--- src/rtl/prbs_lfsr_gen.sv ---
// Fibonacci LFSR pseudo-random generator with valid/ready output, seed load,
// zero-seed rejection and period measurement against a captured reference state.
module prbs_lfsr_gen #(
  parameter int             N     = 4,
  parameter logic [N-1:0]   TAPS  = 4'b1001,
  parameter logic [N-1:0]   SEED  = {N{1'b1}},
  parameter int             OUT_W = 1
) (
  input  logic             clk,
  input  logic             res,
  input  logic             en,
  input  logic             load,
  input  logic [N-1:0]     seed,
  input  logic             out_ready,
  output logic             out_valid,
  output logic [OUT_W-1:0] out_data,
  output logic [N-1:0]     state,
  output logic             wrap,
  output logic [N-1:0]     period,
  output logic             lockup_err
);

  logic [N-1:0] d_q, d_d;
  logic [N-1:0] ref_q, ref_d;
  logic [N-1:0] cnt_q, cnt_d;
  logic [N-1:0] period_q, period_d;
  logic         wrap_q, wrap_d;
  logic         lockup_q, lockup_d;
  logic [N-1:0] d_adv;
  logic         xfer;

  function automatic logic [N-1:0] lfsr_step(input logic [N-1:0] d);
    return {^(d & TAPS), d[N-1:1]};
  endfunction

  assign out_valid  = en & ~load & res;
  assign xfer       = out_valid & out_ready;
  assign out_data   = d_q[OUT_W-1:0];
  assign state      = d_q;
  assign wrap       = wrap_q;
  assign period     = period_q;
  assign lockup_err = lockup_q;

  // One transfer consumes OUT_W serial bits, so the register jumps OUT_W steps at once.
  always_comb begin
    d_adv = d_q;
    for (int i = 0; i < OUT_W; i++) begin
      d_adv = lfsr_step(d_adv);
    end
  end

  always_comb begin
    d_d      = d_q;
    ref_d    = ref_q;
    cnt_d    = cnt_q;
    period_d = period_q;
    wrap_d   = 1'b0;
    lockup_d = 1'b0;
    if (load) begin
      // A zero seed would freeze the register forever, so fall back to SEED instead.
      if (seed == '0) begin
        d_d      = SEED;
        ref_d    = SEED;
        lockup_d = 1'b1;
      end else begin
        d_d   = seed;
        ref_d = seed;
      end
      cnt_d = '0;
    end else if (xfer) begin
      d_d = d_adv;
      if (d_adv == ref_q) begin
        wrap_d   = 1'b1;
        period_d = cnt_q + N'(1);
        cnt_d    = '0;
      end else begin
        cnt_d = cnt_q + N'(1);
      end
    end
  end

  always_ff @(posedge clk) begin
    if (!res) begin
      d_q      <= SEED;
      ref_q    <= SEED;
      cnt_q    <= '0;
      period_q <= '0;
      wrap_q   <= 1'b0;
      lockup_q <= 1'b0;
    end else begin
      d_q      <= d_d;
      ref_q    <= ref_d;
      cnt_q    <= cnt_d;
      period_q <= period_d;
      wrap_q   <= wrap_d;
      lockup_q <= lockup_d;
    end
  end

endmodule

--- config.mk ---
export PLATFORM = sky130hd
export DESIGN_NAME = prbs_lfsr_gen
export DESIGN_NICKNAME = d
export VERILOG_FILES = /design/src/rtl/prbs_lfsr_gen.sv
export SDC_FILE = /design/constraint.sdc
export NUM_CORES = 1
export LEC_CHECK = 0
export ABC_AREA = 1
export CORE_AREA = 5 5 52 50
export DETAILED_ROUTE_END_ITERATION = 8
export DIE_AREA = 0 0 57 55
export HOLD_SLACK_MARGIN = 0.02
export PLACE_DENSITY = 0.74
export SKIP_LAST_GASP = 1
export SYNTH_ARGS = -nofsm -noshare
export SYNTH_HDL_FRONTEND = slang
export SYNTH_SLANG_ARGS = --single-unit
--- constraint.sdc ---
create_clock -name clk -period 1.25 [get_ports clk]
set_input_delay 0.125 -clock clk [delete_from_list [all_inputs] [get_ports clk]]
set_output_delay 0.125 -clock clk [all_outputs]
set_load 0.005 [all_outputs]
# Word level (Yosys, flattened, before mapping)

Index checks and enable logic that the tools add are counted.

Flip-flop bits (word level): 18
Input port bits: 9
Word-level logic and storage cells: 27
Output and inout bits: 12

Muxes and demuxes: 6
Add/subtract/negate cells: 1
Reductions and logical operators: 7
Equal/unequal tests: 1
Bitwise operators: 6

Operator list:

| operator              | number |
|---|---|
| $mux W4               | 4 |
| $add A4 B1 Y4 const B | 1 |
| $eq A4 B4 Y1          | 1 |
| $logic_not A4 Y1      | 1 |
| $reduce_xor A4 Y1     | 1 |
| $and A1 B1 Y1         | 3 |
| $not A1 Y1            | 3 |
| $reduce_and A3 Y1     | 1 |
| $reduce_or A3 Y1      | 1 |
| $mux W1               | 2 |
| $reduce_and A2 Y1     | 1 |
| $reduce_bool A2 Y1    | 1 |
| $reduce_or A2 Y1      | 1 |

# Longest topological paths before layout

Word-level depth: 6
Depth in mapped cells: 10
Gate-level depth less buffers: 9

# Worst setup path before layout

No wires, ideal clock.

Path type: reg2reg
From: reg d_q[3] (netlist: state[3])
To: reg cnt_q[2]
Stages on the path, launching flop included: 10
Buffers on the path: 0
Path slack: 0.095 ns
Data required time: 1.134 ns
Arrival: 1.039 ns
Path through: dfxtp_1 -> inv_2 -> nand2_1 -> nand2_1 -> nand2_1 -> nand2_2 -> nor2_4 -> nand2_1 -> clkinv_2 -> a21oi_1

Word-level cells in the longest chain between the ends: 3

Ends and longest elaborated chain:

| what                   | RTL line | text |
|---|---|---|
| start, declared        | 23       | `logic [N-1:0] d_q, d_d;` |
| start signal, assigned | 84       | `d_q <= SEED;` |
| start signal, assigned | 91       | `d_q <= d_d;` |
| $reduce_xor A4 Y1      | 33       | `return {^(d & TAPS), d[N-1:1]};` |
| $eq A4 B4 Y1 (*)       | 72       | `if (d_adv == ref_q) begin` |
| $mux W4 (*)            | 72       |  |
| end signal, assigned   | 93       | `cnt_q <= cnt_d;` |
| end, declared          | 25       | `logic [N-1:0] cnt_q, cnt_d;` |

Every way passes the cells marked *; elsewhere a longest branch is shown, timed or not.
A chain may end at the register's enable or synchronous reset.

# Worst setup path after layout

From: reg d_q[3] (netlist: state[3])
To: reg cnt_q[1]

The elaborated chain is that of the path after synthesis.

==> impl_metrics.py <==
metrics = {
    "run_status": {
        "status": "completed",
    },
    "clock_network": {
        "clock_latency_at_the_later_pin_of_the_worst_skew_pair_ns": 0.29,
        "clock_path_buffers": 2,
        "clock-sinks": 18,
        "root_buffer": "sky130_fd_sc_hd__clkbuf_4",
        "h_tree_lvl_count": 1,
        "cts_hold_repair.buffers": 0,
        "clock_tree_from_tritoncts": "yes",
        "tritoncts.num_buffers": 3,
        "cts.clk_slew.worst_paths_ns": 0.10,
    },
    "routing": {
        "wirelength_mm": 2.15,
        "ant_nets": 0,
        "per_cell_routed_wire_length_um": 11.6,
        "routed-via-count": 916,
        "drtIter0Drc": 17,
        "vias_per_cell": 4.92,
        "drt_pass1_iterations": 4,
        "drc_violation_count_after_routing": 0,
    },
    "critical_path": {
        "crit_path_start_kind": "flop",
        "rrSetupSlack_ns": 0.007,
        "crit_type": "flop to flop",
        "worstPathArrival_ns": 1.43,
        "cp-end-kind": "flop",
        "reg2reg_from": "state[3]$_SDFFE_PN1P_",
        "crit_path_end": "cnt_q[1]$_SDFFE_PP0P_",
        "critical_path_required_ns": 1.44,
        "critPathMaxFanout": 5,
        "regToRegEndpoint": "cnt_q[1]$_SDFFE_PP0P_",
        "ff2ff_path_depth": 8,
        "launching_element_of_the_worst_setup_path": "state[3]$_SDFFE_PN1P_",
    },
    "power": {
        "p_sw_frac": 0.291,
        "power_frac_seq": 0.524,
        "p_switching_w": 0.000346,
        "cellPowerDensity_mw_per_mm2": 909,
        "p_int_w": 0.000842,
        "share_clk_of_total_power": 0.243,
        "comb_power_share": 0.233,
        "power_leakage_nw": 0.717,
        "vdd_drop_max_mv": 0.538,
    },
    "sta": {
        "hold-worst-slack_ns": 0.414,
        "fmaxAchievable_ghz": 0.805,
        "grt_setup_unrepaired": "true",
        "post_route_fraction_of_the_period_consumed_by_the_critical_path": 0.994,
        "fin_skew_ns": 0.00204,
        "worst_pin_slew_ns": 0.275,
        "slew_headroom": 0.817,
        "fin_tns_setup_ns": 0,
        "layout_min_cycle_time_ns": 1.24,
        "hold_viol": 0,
        "maxSlewViolCount": 0,
        "finalSetupViolations": 0,
    },
    "layout": {
        "areaGrowthSynthToFinish_pct": 44.7,
        "multi_input_area_um2": 494,
        "layout.area.seq_um2": 373,
        "fill_cells": 190,
        "num-nets-final": 171,
        "drive_above_1_share": 0.296,
        "layout.core_utilization": 0.640,
        "insertedDiodeCount": 0,
        "fin_area_mm2": 0.00131,
    },
    "logic_synthesis": {
        "syn_area_um2": 903,
        "yosysTopAreaCell": "sky130_fd_sc_hd__dfxtp_1",
        "post_synth_inst_count": 125,
        "synth.ff_latch_count": 18,
        "synth_largest_type_area_fraction": 0.399,
        "number_of_distinct_library_cell_variants_in_the_gate_level_netlist_after_synthesis": 22,
        "area_contributors_post_synth": "sky130_fd_sc_hd__dfxtp_1, sky130_fd_sc_hd__nand2_1, sky130_fd_sc_hd__nand3_1",
        "synth_nets": 135,
        "seq_area_frac_synth": 0.399,
        "synth.avg_cell_area_um2": 7.23,
        "ys_warn_count": 0,
    },
    "run": {
        "max_cap_viol_count": 0,
    },
    "floorplan": {
        "top_level_ports": 21,
        "floorplan.core_area_mm2": 0.00204,
        "initial_utilization": 0.442,
        "die-height_um": 55,
        "die-area_mm2": 0.00314,
        "site_rows": 16,
        "fp.dieW_um": 57,
    },
    "worst_hold_path": {
        "min_delay_path_depth": 3,
        "holdCritPathClass": "primary input to flop",
    },
    "place": {
        "port-buffer-count": 20,
        "detailed_place_hpwl_mm": 1.52,
        "post_dp_cell_area_mm2": 0.00120,
        "gpl.final_weighted_congestion": 0.861,
    },
    "grt": {
        "grt_max_degree": 12,
        "grt.overflow.total": 0,
        "grt_pass1_wl_mm": 3.60,
        "grt.total_usage": 0.147,
        "grt_antenna_before_repair": 0,
        "grt_pass1_vias": 880,
    },
}
==> power groups by stage <==
stage	logic (W)	registers, W	clock network [W]
2_1_floorplan	0.000133	0.000629	0
3_3_place_gp	0.000240	0.000630	0
3_5_place_dp	0.000244	0.000632	0
4_1_cts	0.000260	0.000619	0.000292
5_1_grt	0.000308	0.000628	0.000309
6_report	0.000277	0.000623	0.000288
==> final cells by class <==
cell class / instances / share of cell area
Tap cell: 27 / 0.0258
Sequential cell: 18 / 0.285
Multi-Input combinational cell: 87 / 0.378
Inverter: 17 / 0.0593
Clock buffer: 3 / 0.0172
Timing Repair Buffer: 34 / 0.234
==> logic make-up (layout without fill, tap and decap cells) <==
family / count (synthesis) / in the layout / share of synthesized area
compound gates: 17 / 17 / 0.0942
xor+xnor: 4 / 4 / 0.0388
fa+ha+maj: 1 / 1 / 0.0138
buf+inv: 21 / 54 / 0.127
flops: 18 / 18 / 0.399
simple gates: 64 / 65 / 0.327
==> sequential cells by signal (all words and copies together) (netlist names) <==
signal / count
cnt_q: 4
period: 4
ref_q: 4
state: 4
lockup_err: 1
wrap: 1
==> worst max-delay path, cell delays in order (launching register included) <==
cell	delay [ns]
sky130_fd_sc_hd__dfxtp_4	0.40
sky130_fd_sc_hd__inv_2	0.05
sky130_fd_sc_hd__nand2_2	0.08
sky130_fd_sc_hd__nand2_2	0.06
sky130_fd_sc_hd__nand2_2	0.08
sky130_fd_sc_hd__nand2_4	0.08
sky130_fd_sc_hd__nor2_4	0.20
sky130_fd_sc_hd__buf_4	0.14
sky130_fd_sc_hd__o21ai_1	0.05
==> cells in the mapped netlist <==
| cell type | count |
|---|---|
| sky130_fd_sc_hd__nand2_1 | 28 |
| sky130_fd_sc_hd__dfxtp_1 | 18 |
| sky130_fd_sc_hd__nor2_1 | 15 |
| sky130_fd_sc_hd__inv_1 | 13 |
| sky130_fd_sc_hd__nand3_1 | 12 |
| sky130_fd_sc_hd__o21ai_0 | 9 |
| sky130_fd_sc_hd__a21oi_1 | 7 |
| sky130_fd_sc_hd__xnor2_1 | 3 |
| sky130_fd_sc_hd__buf_4 | 2 |
| sky130_fd_sc_hd__buf_6 | 2 |
| sky130_fd_sc_hd__inv_2 | 2 |
| sky130_fd_sc_hd__nand2_4 | 2 |
| sky130_fd_sc_hd__nor2_4 | 2 |
| sky130_fd_sc_hd__nor3_1 | 2 |
| sky130_fd_sc_hd__clkinv_2 | 1 |
| sky130_fd_sc_hd__clkinv_8 | 1 |
| sky130_fd_sc_hd__ha_1 | 1 |
| sky130_fd_sc_hd__nand2_2 | 1 |
| sky130_fd_sc_hd__nand4_1 | 1 |
| sky130_fd_sc_hd__o21ai_1 | 1 |
| sky130_fd_sc_hd__or2_0 | 1 |
| sky130_fd_sc_hd__xor2_1 | 1 |
==> worst min path at each step <==
stage	startpoint	slack, ns	end
after floorplan	seed[2]	0.29	ref_q[2]$_SDFFE_PN1P_
after global placement	ref_q[0]$_SDFFE_PN1P_	0.46	ref_q[0]$_SDFFE_PN1P_
after detailed placement	ref_q[0]$_SDFFE_PN1P_	0.47	ref_q[0]$_SDFFE_PN1P_
after CTS	res	0.40	state[3]$_SDFFE_PN1P_
after global routing	res	0.41	state[3]$_SDFFE_PN1P_
final	res	0.41	state[3]$_SDFFE_PN1P_
==> per-stage QoR <==
step	std cells	setup slack, ns	total power (W)
after floorplan	125	0.0952	0.000762
after global placement	181	-0.343	0.000870
after detailed placement	181	-0.325	0.000876
after CTS	187	-0.0121	0.00117
after global routing	186	-0.108	0.00125
final	186	0.00706	0.00119
==> what timing repair did <==
action | in CTS | in global routing
pin swaps | 1 | 5
gates resized for setup | 20 | 17
endpoints found under the hold margin | 0 | 0
setup buffers | 2 | 0
gates cloned | 1 | 0
endpoints found under the setup margin | 19 | 14
==> placed cells by master (no fill, tap or decap), drive strengths merged, types with 2 or more instances in the layout <==
cell type / Yosys / final
nand2: 31 / 31
nor2: 17 / 18
dfxtp: 18 / 18
inv: 15 / 15
buf: 4 / 14
nand3: 12 / 12
o21ai: 10 / 10
dlygate4sd2: 0 / 9
a21oi: 7 / 7
clkdlybuf4s50: 0 / 6
dlymetal6s2s: 0 / 5
clkbuf: 0 / 3
xnor2: 3 / 3
nor3: 2 / 2
clkinv: 2 / 2
==> layer usage <==
| metal | GRT usage | vias to the layer above | wire length, µm |
|---|---|---|---|
| li1 | - | 465 | - |
| met1 | 0.180 | 416 | 1010 |
| met2 | 0.247 | 28 | 993 |
| met3 | 0.0278 | 7 | 101 |
| met4 | 0.0849 | 0 | 45 |
| met5 | 0 | - | 0 |
(Power assumes the default switching activity.)
